File: config.mk
export PLATFORM = sky130hd
export DESIGN_NAME = seq_divider
export DESIGN_NICKNAME = d
export VERILOG_FILES = /design/src/rtl/mips_pkg.sv /design/src/rtl/div_step.sv /design/src/rtl/seq_divider.sv
export SDC_FILE = /design/constraint.sdc
export NUM_CORES = 1
export LEC_CHECK = 0
export BUFFER_PORTS_ARGS = -buffer_cell sky130_fd_sc_hd__buf_4
export CORE_MARGIN = 2
export CORE_UTILIZATION = 35
export CTS_CLUSTER_SIZE = 20
export DETAILED_ROUTE_END_ITERATION = 12
export GPL_ROUTABILITY_DRIVEN = 0
export PLACE_DENSITY_LB_ADDON = 0.1
export SYNTH_ARGS = -nofsm -noshare
export SYNTH_HDL_FRONTEND = slang
export SYNTH_SLANG_ARGS = --single-unit
export TNS_END_PERCENT = 20
File: constraint.sdc
create_clock -name clk -period 7.15 [get_ports clk]
set_clock_uncertainty 0.05 [all_clocks]
set_input_delay 0.715 -clock clk [delete_from_list [all_inputs] [get_ports clk]]
set_output_delay 0.715 -clock clk [all_outputs]
set_load 0.02 [all_outputs]
File: src/rtl/mips_pkg.sv
// Shared MIPS core definitions: datapath width and the divider FSM state encoding.
package mips_pkg;

  localparam int WORD_W = 32;

  typedef enum logic [1:0] {
    IDLE = 2'd0,
    RUN  = 2'd1,
    FIX  = 2'd2,
    DONE = 2'd3
  } div_state_t;

endpackage

File: src/rtl/div_step.sv
// One restoring-division iteration: shift in the next dividend bit, trial-subtract the divisor.
// Purely combinational; the caller registers the new partial remainder.
module div_step #(
  parameter int W = 32
) (
  input  logic [W:0]   rem_i,
  input  logic         bit_i,
  input  logic [W-1:0] dsr_i,
  output logic [W:0]   rem_o,
  output logic         q_o
);

  logic [W+1:0] shifted;
  logic [W+1:0] trial;

  // One extra bit above the W+1 partial remainder so the trial sign is never lost.
  assign shifted = {rem_i, bit_i};
  assign trial   = shifted - {2'b00, dsr_i};
  assign q_o     = ~trial[W+1];
  assign rem_o   = q_o ? trial[W:0] : shifted[W:0];

endmodule

File: src/rtl/seq_divider.sv
// Iterative radix-2 restoring divider for DIV/DIVU: one quotient bit per cycle,
// magnitudes divided unsigned with a sign fix-up cycle, start/busy/done handshake.
module seq_divider
  import mips_pkg::*;
#(
  parameter int W = WORD_W
) (
  input  logic         clk,
  input  logic         reset,
  input  logic         start,
  input  logic         is_signed,
  input  logic [W-1:0] dividend,
  input  logic [W-1:0] divisor,
  output logic         busy,
  output logic         done,
  output logic [W-1:0] quotient,
  output logic [W-1:0] remainder,
  output logic         div_by_zero
);

  localparam int CW = $clog2(W);
  localparam logic [CW-1:0] LAST = CW'(W - 1);

  div_state_t    state_q, state_d;
  logic [CW-1:0] cnt_q;
  logic [W:0]    rem_q;
  logic [W-1:0]  dvd_q;
  logic [W-1:0]  dsr_q;
  logic          q_neg_q, r_neg_q, dbz_q;
  logic [W-1:0]  quo_q, rmd_q;
  logic          dbz_out_q;

  logic          a_neg, b_neg;
  logic [W-1:0]  a_mag, b_mag;
  logic [W:0]    step_rem;
  logic          step_q;

  assign a_neg = is_signed & dividend[W-1];
  assign b_neg = is_signed & divisor[W-1];
  assign a_mag = a_neg ? -dividend : dividend;
  assign b_mag = b_neg ? -divisor  : divisor;

  // dvd_q doubles as the quotient: dividend bits shift out the top as quotient bits enter the bottom.
  div_step #(.W(W)) u_step (
    .rem_i (rem_q),
    .bit_i (dvd_q[W-1]),
    .dsr_i (dsr_q),
    .rem_o (step_rem),
    .q_o   (step_q)
  );

  always_comb begin
    state_d = state_q;
    unique case (state_q)
      IDLE:    if (start) state_d = RUN;
      RUN:     if (cnt_q == LAST) state_d = FIX;
      FIX:     state_d = DONE;
      DONE:    state_d = IDLE;
      default: state_d = IDLE;
    endcase
  end

  always_ff @(posedge clk) begin
    if (reset) begin
      state_q   <= IDLE;
      cnt_q     <= '0;
      rem_q     <= '0;
      dvd_q     <= '0;
      dsr_q     <= '0;
      q_neg_q   <= 1'b0;
      r_neg_q   <= 1'b0;
      dbz_q     <= 1'b0;
      quo_q     <= '0;
      rmd_q     <= '0;
      dbz_out_q <= 1'b0;
    end else begin
      state_q <= state_d;
      unique case (state_q)
        IDLE: begin
          if (start) begin
            cnt_q     <= '0;
            rem_q     <= '0;
            dvd_q     <= a_mag;
            dsr_q     <= b_mag;
            q_neg_q   <= a_neg ^ b_neg;
            r_neg_q   <= a_neg;
            dbz_q     <= (divisor == '0);
            dbz_out_q <= 1'b0;
          end
        end
        RUN: begin
          rem_q <= step_rem;
          dvd_q <= {dvd_q[W-2:0], step_q};
          cnt_q <= cnt_q + CW'(1);
        end
        FIX: begin
          // With a zero divisor the remainder path already yields the original dividend after sign fix-up.
          quo_q     <= dbz_q ? '1 : (q_neg_q ? -dvd_q : dvd_q);
          rmd_q     <= r_neg_q ? -rem_q[W-1:0] : rem_q[W-1:0];
          dbz_out_q <= dbz_q;
        end
        default: ;
      endcase
    end
  end

  assign busy        = (state_q == RUN) || (state_q == FIX);
  assign done        = (state_q == DONE);
  assign quotient    = quo_q;
  assign remainder   = rmd_q;
  assign div_by_zero = dbz_out_q;

endmodule
# == After elaboration in Yosys (flattened, before gate mapping) ==
# Cells that the tools add are included.
# totals
register_bits,172
wordCells,53
out_inout_bits,67
# classes
reduce_logical,9
muxes,17
eq_ne,6
n_addsub,6
bitwise,4
# op_table
cell,count
32-bit two-way mux,6
32-bit negator,4
33-bit two-way mux,2
33-bit one-hot mux with 2 select lines,1
32-bit one-hot mux with 2 select lines,1
34-bit by 32-bit subtractor with 34-bit output,1
32-bit logical NOT,1
5-bit one-hot mux with 2 select lines,1
2-bit one-hot mux with 4 select lines,1
2-bit AND reduction,4
"5-bit by 1-bit adder with 5-bit output, second input constant",1
"5-bit == test, second input constant",1
5-bit two-way mux,1
"2-bit == test, second input constant",2
2-bit two-way mux,2
"2-bit != test, second input constant",2
2-bit nonzero test,2
1-bit AND,2
"2-bit by 1-bit == test with 1-bit output, second input constant",1
2-bit logical NOT,1
1-bit one-hot mux with 2 select lines,1
1-bit logical OR,1
1-bit two-way mux,1
1-bit inverter,1
1-bit XOR,1

# == Depth between registers and ports, before layout ==
# Gate-level depths: netlist (run 1).
# logic_depth
ltp_word,4
ltp_mapped,15
mapped_depth_nobuf,13

# == Modules after synthesis ==
# Synthesis (run 1) repeated with hierarchy kept, for this count alone.
# hier_totals
hier_cells,1430
hier_area_um2,11289.6
# modules_own_cells
mod,seq_area_each_um2,cells_per_inst,instances,area_each_um2
seq_divider,3443.3,1102,1,9118.7
div_step,0.0,328,1,2170.8

# == Worst setup path before layout (run 1) ==
# No wires, ideal clock.
# synth_path
path_type,input to register
startpoint,input divisor[6]
endpoint,register dsr_q[29]
stages,8
t_arrival_ps,3163
slack_ps,3852
path_buffers,0
cell_sequence,or4_4 > or3_4 > or4_4 > or3_4 > or2_4 > o21ai_0 > xor2_1 > a211oi_1
# synth_between
elab_chain_cells,2
# synth_rtl
element,line,source
from (decl),seq_divider.sv:13,"input logic [W-1:0] divisor,"
32-bit negator,seq_divider.sv:41,assign b_mag = b_neg ? -divisor : divisor;
32-bit two-way mux,seq_divider.sv:41,
to (signal assigned),seq_divider.sv:84,dsr_q <= b_mag;
to (decl),seq_divider.sv:28,logic [W-1:0] dsr_q;
# Every way passes these cells.
# A chain may end at the register's enable or synchronous reset.

# == Worst setup path after layout (run 1) ==
# layout_path
startpoint,register rem_q[11]
endpoint,register rem_q[23]
# layout_between
elab_chain_cells,3
# layout_rtl
element,line,source
from (decl),seq_divider.sv:26,logic [W:0] rem_q;
from (signal assigned),seq_divider.sv:92,rem_q <= step_rem;
34-bit by 32-bit subtractor with 34-bit output,div_step.sv:18,"assign trial = shifted - {2'b00, dsr_i};"
33-bit two-way mux,div_step.sv:20,assign rem_o = q_o ? trial[W:0] : shifted[W:0];
33-bit one-hot mux with 2 select lines,seq_divider.sv:78,unique case (state_q)
# Every way passes these cells.

==> impl_metrics.py, run 1 <==
metrics = {
    "outcome": {
        "outcome": "complete, no violations",
    },
    "floorplan": {
        "fp-row-count": 64,
        "dieArea_sq_um": 32670,
        "core-area_sq_um": 30670,
        "fp.dieH_um": 180.7,
        "fp.dieW_um": 180.7,
        "pin_count": 135,
        "start_util": 0.3565,
    },
    "clock_tree": {
        "cts_buffers": 17,
        "cts_tree": "yes",
        "root_buffer": "clkbuf_16",
        "clock_sinks": 172,
        "ctsLongestPathBuffers": 2,
        "ctsHoldBuffers": 0,
        "cts_resized": 0,
        "clkTransAtPathRegs_ns": 0.07,
        "cts-htree-levels": 4,
        "post_cts_buffers": 0,
        "clk_latency_ns": 0.44,
    },
    "routing": {
        "vias": 9949,
        "wl_mm": 31.94,
        "ant_nets": 0,
        "dr.first_iter.drc_count": 618,
        "drc": 0,
        "wl_per_cell_um": 16.77,
        "drtPass1Iterations": 5,
        "post_drt_via_cell_ratio": 5.225,
    },
    "synth": {
        "ys_seq_elements": 172,
        "ys.flop_type": "dfxtp_1",
        "synth_top_area_frac": 0.3149,
        "synth_top_family_by_area": "compound AO/OA/AOI/OAI gates",
        "synthXorXnorAreaFrac": 0.1146,
        "avgSynthCellArea_sq_um": 7.716,
        "synthArstFlopShare": 0,
        "synth-simple-area-share": 0.2006,
        "synth.cell_area_sq_um": 10930,
        "synth_edf_count": 0,
        "synth_top_area_cell": "dfxtp_1",
        "synth_fp_nets": 1528,
        "synthAdderAreaFrac": 0.04990,
        "ys_types": 69,
        "yosysWarnings": 0,
        "synth_compound_area_frac": 0.2363,
        "synthCells": 1417,
        "synthMuxAreaShare": 0.03021,
        "ys_top_cells_by_area": "dfxtp_1, nand2_1, xor2_1",
        "synth_seq_area_share": 0.3149,
    },
    "worst_setup_path": {
        "cpPeakStageDelay_ns": 0.79,
        "path_class": "flop to flop",
        "crit_top_cell": "o21ai_0",
        "cp_num_cells": 11,
        "crit_chain": "ha_1 -> a21o_1 -> a211o_1 -> o21ai_0 -> and4_1 -> nor3_1 -> o21ai_0 -> and2_1 -> buf_4 -> nand2_1 -> o21ai_0",
        "path_delay_family": "compound AO/OA/AOI/OAI gates",
        "critical_path_buf_inv_count": 1,
        "crit_start": "rem_q[11]$_SDFFE_PP0P_",
        "timing.rr.end": "rem_q[23]$_SDFFE_PP0P_",
        "reg2reg_slack_ns": 2.84,
        "crit_end": "rem_q[23]$_SDFFE_PP0P_",
        "worstPathRequired_ns": 7.46,
        "worstRegToRegCells": 11,
        "arrival_ns": 4.63,
        "crit_path_start_kind": "flop",
        "cp-end-kind": "flop",
        "cp_slowest_cell": "and2_1",
        "cp_max_fo": 20,
        "r2r-start": "rem_q[11]$_SDFFE_PP0P_",
    },
    "placement": {
        "hpwl_mm": 23.25,
        "io_buffers": 134,
        "dpl_cell_area_sq_um": 12160,
        "dp_slack_ns": 2.902,
    },
    "global_routing": {
        "grt_max_degree": 94,
        "grt_overflow": 0,
        "antenna_found_initial": 0,
        "first_global_vias": 9449,
        "grt.total_usage": 0.1957,
        "grt_pass1_wl_mm": 51.80,
    },
    "worst_hold_path": {
        "hold_depth": 2,
        "worstHoldPathType": "flop to flop",
    },
    "layout": {
        "final_cell_area_sq_um": 12790,
        "multi_input_area_sq_um": 6930,
        "num_antenna_cells": 0,
        "drive_above_1_share": 0.1333,
        "fill_cells": 3191,
        "synthToLayoutAreaGrowth_pct": 16.97,
        "layout.nets": 1606,
        "seq_area_sq_um": 3443,
    },
    "power": {
        "switching_power_mw": 1.996,
        "p_seq_frac": 0.314,
        "ir_drop_v": 0.0001683,
        "comb_power_share": 0.466,
        "power_frac_clock": 0.220,
        "power.leakage_nw": 4.883,
        "p_per_area_nw_per_um2": 363.5,
        "internal-power_mw": 2.653,
        "netSwitchingFraction": 0.4293,
        "finalPower_mw": 4.649,
    },
    "timing": {
        "tightest_slew_ns": 1.174,
        "hold_viol": 0,
        "tns_ns": 0,
        "finalWorstSetupSlack_ns": 2.837,
        "fmax_mhz": 231.8,
        "period_needed_ns": 4.313,
        "max-slew-margin-rel": 0.2160,
        "fin_crit_sh": 0.6033,
        "rsz0062_at_grt": "false",
        "maxSlewViolCount": 0,
        "setup-violations-final": 0,
    },
    "flow_run": {
        "max_cap_violations": 0,
    },
}
-- tightest hold or removal path, delay by kind of cell (launching register included) --
family / cells / cell delay, ns
compound gates: 1 / 0.05
flops: 1 / 0.31
simple gates: 1 / 0.06
-- registers in the layout, indices dropped and copies added (netlist names), 2 cells and up --
name,count
cnt_q,5
rem_q,33
quotient,32
dsr_q,32
dvd_q,32
remainder,32
state_q,2
-- per-stage QoR --
stage	hold WS [ns]	cells	util
2_1_floorplan	0.3819	1417	-
3_3_place_gp	0.3924	1872	0.3964
3_5_place_dp	0.3979	1872	0.3964
4_1_cts	0.4080	1904	0.4170
5_1_grt	0.4312	1904	0.4170
6_report	0.4101	1904	0.4170
-- synth_stat cells, drive strengths merged, types with 4 or more instances --
master   count
nand2      177
dfxtp      172
nor2       159
o21ai      127
a21oi       91
xor2        73
xnor2       70
clkbuf      69
a211oi      61
inv         57
ha          42
mux2i       33
o31ai       31
or3         21
o22ai       19
a311oi      18
nand3       18
or4         17
nor3        16
buf         13
nand2b      12
o41ai       12
a21o        10
nand4        9
and2         8
nor2b        8
nor4         8
a31oi        6
a2bb2oi      5
o21a         5
or2          5
and3         4
and4         4
o211ai       4
-- cell usage in the layout, fill, tap and decap left out, drive strengths merged, types with 31 or more instances in the layout --
cell type / n
xor2: 73
inv: 62
mux2i: 33
xnor2: 70
o21ai: 127
dfxtp: 172
buf: 143
a211oi: 61
o31ai: 31
a21oi: 91
ha: 42
nor2: 159
nand2: 177
-- per-layer routing --
metal / global-route usage / up-vias / wire, um
met3: 0.03749 / 18 / 1227
met5: 0 / - / 0
met4: 0.03968 / 0 / 252
met1: 0.2588 / 4606 / 15120
li1: - / 5166 / -
met2: 0.3317 / 159 / 15330
-- worst min path at each step --
stage | startpoint | end
after floorplan | dsr_q[31]$_SDFFE_PP0P_ | dsr_q[31]$_SDFFE_PP0P_
after CTS | dsr_q[31]$_SDFFE_PP0P_ | dsr_q[31]$_SDFFE_PP0P_
after global placement | dsr_q[31]$_SDFFE_PP0P_ | dsr_q[31]$_SDFFE_PP0P_
after global routing | dsr_q[31]$_SDFFE_PP0P_ | dsr_q[31]$_SDFFE_PP0P_
after detailed placement | dsr_q[31]$_SDFFE_PP0P_ | dsr_q[31]$_SDFFE_PP0P_
final | dsr_q[31]$_SDFFE_PP0P_ | dsr_q[31]$_SDFFE_PP0P_
-- area by class of cell --
type                    instances  share of cell area
repair buffers                143             0.08394
clock buffers                  17             0.03326
multi-input cells            1104              0.5419
inverters                      57             0.01673
clock inverters                15             0.01614
well taps                     396             0.03874
flip-flops and latches        172              0.2692
-- power groups by stage --
stage	clock, mW	combinational [mW]	sequential (mW)
floorplan	0	1.42	1.56
global placement	0	2.18	1.48
detailed placement	0	2.18	1.48
CTS	1.05	2.19	1.46
global route	1.10	2.42	1.50
finish	1.02	2.17	1.46
-- cell families (layout without fill, tap and decap cells) --
| family | after synthesis | in the layout |
|---|---|---|
| and+or+nand+nor | 475 | 475 |
| xor gates and xnor gates | 143 | 143 |
| adders and majority gates | 43 | 43 |
| AOI/OAI and AO/OA | 410 | 410 |
| muxes | 33 | 33 |
| DFF | 172 | 172 |
| buffers and inverters | 141 | 232 |
Power figures use the tool's default switching activity.
==> inputs of run 2 (changes only) <==
==> constraint.sdc (replaced) <==
create_clock -name clk -period 4.2 [get_ports clk]
set_clock_uncertainty 0.05 [all_clocks]
set_input_delay 0.42 -clock clk [delete_from_list [all_inputs] [get_ports clk]]
set_output_delay 0.42 -clock clk [all_outputs]
set_load 0.02 [all_outputs]
==> impl_metrics.py, run 2 (synthesis gave the netlist of run 1 again) <==
metrics = {
    "global_routing": {
        "grt_overflow": 0,
        "first_global_vias": 9585,
        "antenna_found_initial": 2,
        "grt.total_usage": 0.1924,
        "grt_pass1_wl_mm": 51.44,
        "grt_max_degree": 96,
    },
    "clock_tree": {
        "ctsHoldBuffers": 0,
        "cts_resized": 0,
        "clkTransAtPathRegs_ns": 0.07,
        "ctsLongestPathBuffers": 2,
        "cts_buffers": 17,
        "clk_latency_ns": 0.44,
        "clock_sinks": 172,
        "cts-htree-levels": 4,
        "cts_tree": "yes",
        "root_buffer": "clkbuf_16",
        "post_cts_buffers": 0,
    },
    "routing": {
        "post_drt_via_cell_ratio": 5.254,
        "wl_per_cell_um": 16.38,
        "ant_nets": 0,
        "drtPass1Iterations": 7,
        "dr.first_iter.drc_count": 531,
        "drc": 0,
        "vias": 10046,
        "wl_mm": 31.31,
    },
    "layout": {
        "largest_reg_flops": 33,
        "mostFrequentLayoutCell": "nand2_1",
        "layout.nets": 1614,
        "final_cell_mix": "nand2_1, dfxtp_1, nor2_1",
        "final_cells": 1912,
        "top_register": "rem_q",
        "num_antenna_cells": 0,
        "synthToLayoutAreaGrowth_pct": 17.41,
        "final_cell_area_sq_um": 12840,
        "fill_cells": 3186,
        "drive_above_1_share": 0.1352,
    },
    "worst_setup_path": {
        "crit_chain": "inv_1 -> ha_1 -> inv_1 -> fa_1 -> a21oi_1 -> o211ai_1 -> a221oi_1 -> buf_4 -> o31ai_1 -> a41oi_1 -> o311a_1 -> nand3_1 -> xor2_1 -> o21ai_0",
        "cp_max_fo": 4,
        "worstPathRequired_ns": 4.45,
        "cp-end-kind": "flop",
        "cp_slowest_cell": "o31ai_1",
        "arrival_ns": 3.70,
        "crit_top_cell": "inv_1",
        "path_class": "flop to flop",
        "crit_path_start_kind": "flop",
        "cpPeakStageDelay_ns": 0.61,
    },
    "worst_hold_path": {
        "worstHoldPathType": "input pin to flop",
    },
    "floorplan": {
        "start_util": 0.3565,
        "pin_count": 135,
        "core-area_sq_um": 30670,
        "fp.dieH_um": 180.7,
        "fp.dieW_um": 180.7,
        "fp-row-count": 64,
        "dieArea_sq_um": 32670,
    },
    "timing": {
        "rsz0062_at_grt": "false",
        "setup-violations-final": 0,
        "fin_crit_sh": 0.8218,
        "period_needed_ns": 3.451,
        "fmax_mhz": 289.7,
        "max-slew-margin-rel": 0.2228,
        "hold_viol": 0,
        "tightest_slew_ns": 1.164,
        "maxSlewViolCount": 0,
        "tns_ns": 0,
        "whs_ns": 0.2407,
    },
    "power": {
        "ir_drop_v": 0.0002850,
        "finalPower_mw": 7.887,
        "p_per_area_nw_per_um2": 614.4,
        "power.leakage_nw": 4.909,
    },
    "flow_run": {
        "max_cap_violations": 0,
    },
    "placement": {
        "dp.cells": 1880,
        "hpwl_mm": 23.05,
        "io_buffers": 134,
        "dpl_cell_area_sq_um": 12220,
    },
    "outcome": {
        "outcome": "complete, no violations",
    },
}
[run 2: metal layers]
metal  GRT usage  part of all wire  up-vias
met5           0           0.00083        -
met4     0.03935            0.0096        4
met3     0.03749             0.047       25
met2      0.3261              0.47      212
met1      0.2539              0.47     4611
li1            -                 -     5194
[run 2: through the flow]
stage          utilization  worst slack (ns)
2_1_floorplan            -             1.155
3_3_place_gp        0.3983            0.8796
3_5_place_dp        0.3983            0.7644
4_1_cts             0.4185            0.7568
5_1_grt             0.4185            0.4688
6_report            0.4185            0.7485
[run 2: area by class of cell]
class | count | area [sq um] | area share
Multi-Input combinational cell | 1104 | 6930 | 0.5399
Sequential cell | 172 | 3443 | 0.2683
Timing Repair Buffer | 151 | 1134 | 0.08831
Tap cell | 396 | 495.5 | 0.03860
Clock buffer | 22 | 454.2 | 0.03538
Inverter | 57 | 214.0 | 0.01667
Clock inverter | 10 | 165.2 | 0.01287
[run 2: worst paths after layout]
path,startpoint,to,slack [ns],cells after the start
max,dvd_q[31]$_SDFFE_PP0P_,rem_q[32]$_SDFFE_PP0P_,0.75,14
min,divisor[0],dsr_q[0]$_SDFFE_PP0P_,0.24,3
max reg2reg,dvd_q[31]$_SDFFE_PP0P_,rem_q[32]$_SDFFE_PP0P_,0.75,14
min reg2reg,dsr_q[31]$_SDFFE_PP0P_,dsr_q[31]$_SDFFE_PP0P_,0.40,2
[run 2: power breakdown]
group	total, mW	switching [mW]	internal (mW)
registers	2.48	0.394	2.09
clock network	1.70	0.689	1.01
logic	3.70	2.26	1.44
total	7.89	3.35	4.54
[run 2: worst max-delay path: cells and delay by family, from the launching register on]
kind                       cells  cell delay [ns]
AOI/OAI and AO/OA              7             1.97
xor gates and xnor gates       1             0.15
adders and majority gates      2             0.39
DFF                            1             0.33
buffers and inverters          3             0.33
and+or+nand+nor                1             0.10
==> inputs of run 3 (changes only) <==
==> constraint.sdc (replaced) <==
create_clock -name clk -period 2.8 [get_ports clk]
set_clock_uncertainty 0.05 [all_clocks]
set_input_delay 0.28 -clock clk [delete_from_list [all_inputs] [get_ports clk]]
set_output_delay 0.28 -clock clk [all_outputs]
set_load 0.02 [all_outputs]
==> impl_metrics.py, run 3 (synthesis gave the netlist of run 1 again) <==
metrics = {
    "global_routing": {
        "grt.total_usage": 0.2025,
        "grt_max_degree": 76,
        "grt_pass1_wl_mm": 53.74,
        "grt_overflow": 0,
        "first_global_vias": 10203,
        "antenna_found_initial": 1,
    },
    "layout": {
        "layout.nets": 1756,
        "mostFrequentLayoutCell": "buf_4",
        "top_register": "rem_q",
        "synthToLayoutAreaGrowth_pct": 31.87,
        "final_cell_mix": "buf_4, nand2_1, dfxtp_1",
        "drive_above_1_share": 0.2551,
        "seq_area_sq_um": 3462,
        "final_core_util": 0.4701,
        "fill_cells": 3111,
        "num_antenna_cells": 0,
        "largest_reg_flops": 33,
        "multi_input_area_sq_um": 7322,
    },
    "worst_setup_path": {
        "arrival_ns": 3.04,
        "crit_path_start_kind": "flop",
        "r2r-start": "rem_q[2]$_SDFFE_PP0P_",
        "timing.rr.end": "remainder[28]$_SDFFE_PP0P_",
        "crit_start": "rem_q[2]$_SDFFE_PP0P_",
        "worstPathRequired_ns": 3.04,
        "cp_max_fo": 5,
        "path_class": "flop to flop",
        "cp-end-kind": "flop",
        "worstRegToRegCells": 9,
        "reg2reg_slack_ns": 0.003,
    },
    "clock_tree": {
        "clkTransAtPathRegs_ns": 0.08,
        "ctsLongestPathBuffers": 2,
        "cts_buffers": 17,
        "cts-htree-levels": 4,
        "ctsHoldBuffers": 0,
        "cts_tree": "yes",
        "root_buffer": "clkbuf_16",
        "clock_sinks": 172,
        "clk_latency_ns": 0.45,
    },
    "routing": {
        "ant_nets": 0,
        "drc": 0,
        "vias": 10570,
        "wl_per_cell_um": 16.10,
        "drtPass1Iterations": 5,
        "dr.first_iter.drc_count": 482,
        "wl_mm": 33.06,
        "post_drt_via_cell_ratio": 5.146,
    },
    "timing": {
        "rsz0062_at_grt": "true",
        "tns_ns": 0,
        "tightest_slew_ns": 0.8124,
        "period_needed_ns": 2.797,
        "fmax_mhz": 357.5,
        "max-slew-margin-rel": 0.4584,
        "setup-violations-final": 0,
        "hold_viol": 0,
        "maxSlewViolCount": 0,
        "fin_crit_sh": 0.9990,
    },
    "worst_hold_path": {
        "worstHoldPathType": "input pin to flop",
        "hold_depth": 3,
        "holdCritStartpoint": "divisor[0]",
        "min_to": "dsr_q[0]$_SDFFE_PP0P_",
    },
    "power": {
        "netSwitchingFraction": 0.4206,
        "p_seq_frac": 0.286,
        "ir_drop_v": 0.0005042,
        "power_frac_clock": 0.202,
        "p_per_area_nw_per_um2": 898.3,
        "comb_power_share": 0.512,
        "power.leakage_nw": 5.705,
        "switching_power_mw": 5.448,
        "internal-power_mw": 7.504,
    },
    "placement": {
        "io_buffers": 134,
        "hpwl_mm": 24.72,
    },
    "floorplan": {
        "fp.dieW_um": 180.7,
        "dieArea_sq_um": 32670,
        "fp-row-count": 64,
        "pin_count": 135,
        "fp.dieH_um": 180.7,
        "start_util": 0.3565,
        "core-area_sq_um": 30670,
    },
    "flow_run": {
        "max_cap_violations": 0,
    },
    "outcome": {
        "outcome": "complete, no violations",
    },
}
[run 3: cell types whose count changed in the layout (fill, tap and decap cells not counted), moves of 6 or more]
cell	change
buf_4	+134
dfxtp_1	-13
dfxtp_2	+12
ha_1	-7
ha_4	+7
inv_6	+6
o21ai_0	-15
o21ai_1	+8
o31ai_1	-8
[run 3: worst max-delay path by stage]
| stage | end | slack [ns] | depth (start not counted) |
|---|---|---|---|
| global route | remainder[29]$_SDFFE_PP0P_ | -0.16 | 10 |
| global placement | dsr_q[29]$_SDFFE_PP0P_ | -0.24 | 9 |
| CTS | remainder[28]$_SDFFE_PP0P_ | -0.06 | 9 |
| detailed placement | dsr_q[29]$_SDFFE_PP0P_ | -0.28 | 9 |
| floorplan | dsr_q[29]$_SDFFE_PP0P_ | -0.06 | 8 |
| finish | remainder[28]$_SDFFE_PP0P_ | 0.003 | 9 |
[run 3: repair_timing]
item,CTS,global route
gates cloned,1,0
gates resized for setup,42,57
pin swaps,14,23
endpoints found under the setup margin,48,55
buffers inserted,4,7
[run 3: through the flow]
step                      instance area, sq um  total power [mW]  cells  hold WS [ns]  setup WS (ns)
final                                    14420             12.95   2054       0.06974       0.002938
after global routing                     14420             13.95   2054       0.08048        -0.1619
after CTS                                14130             12.80   2047       0.04594       -0.05862
after detailed placement                 13300             9.969   2011        0.4000        -0.2825
after global placement                   13300             9.938   2011        0.4001        -0.2445
after floorplan                          10970             7.637   1417        0.3660       -0.06328
[run 3: critical path, cell delays in order, from the launching register on]
cell	delay, ns
dfxtp_2	0.36
or4_4	0.57
nor2_4	0.10
buf_4	0.13
nand3_1	0.10
or4_4	0.45
or4_4	0.46
o31ai_4	0.19
xor2_1	0.16
a211oi_1	0.08
[run 3: routing by layer]
metal  vias up  global-route usage  wire [um]
li1       5483                   -          -
met1      4882              0.2587      15090
met2       170              0.3518      16120
met3        33             0.03648       1428
met4         2             0.05000        414
met5         -                   0         13
[run 3: area by class of cell]
class                           count  area share
Sequential cell                   172      0.2401
Tap cell                          396     0.03437
Multi-Input combinational cell   1104      0.5079
Clock buffer                       17     0.02951
Clock inverter                     15     0.01449
Timing Repair Buffer              293      0.1588
Inverter                           57     0.01484
[run 3: power groups by stage]
stage / registers [mW] / clock network, mW / logic [mW]
2_1_floorplan: 3.99 / 0 / 3.65
3_3_place_gp: 3.71 / 0 / 6.23
3_5_place_dp: 3.73 / 0 / 6.24
4_1_cts: 3.68 / 2.70 / 6.42
5_1_grt: 3.81 / 2.78 / 7.36
6_report: 3.71 / 2.62 / 6.63
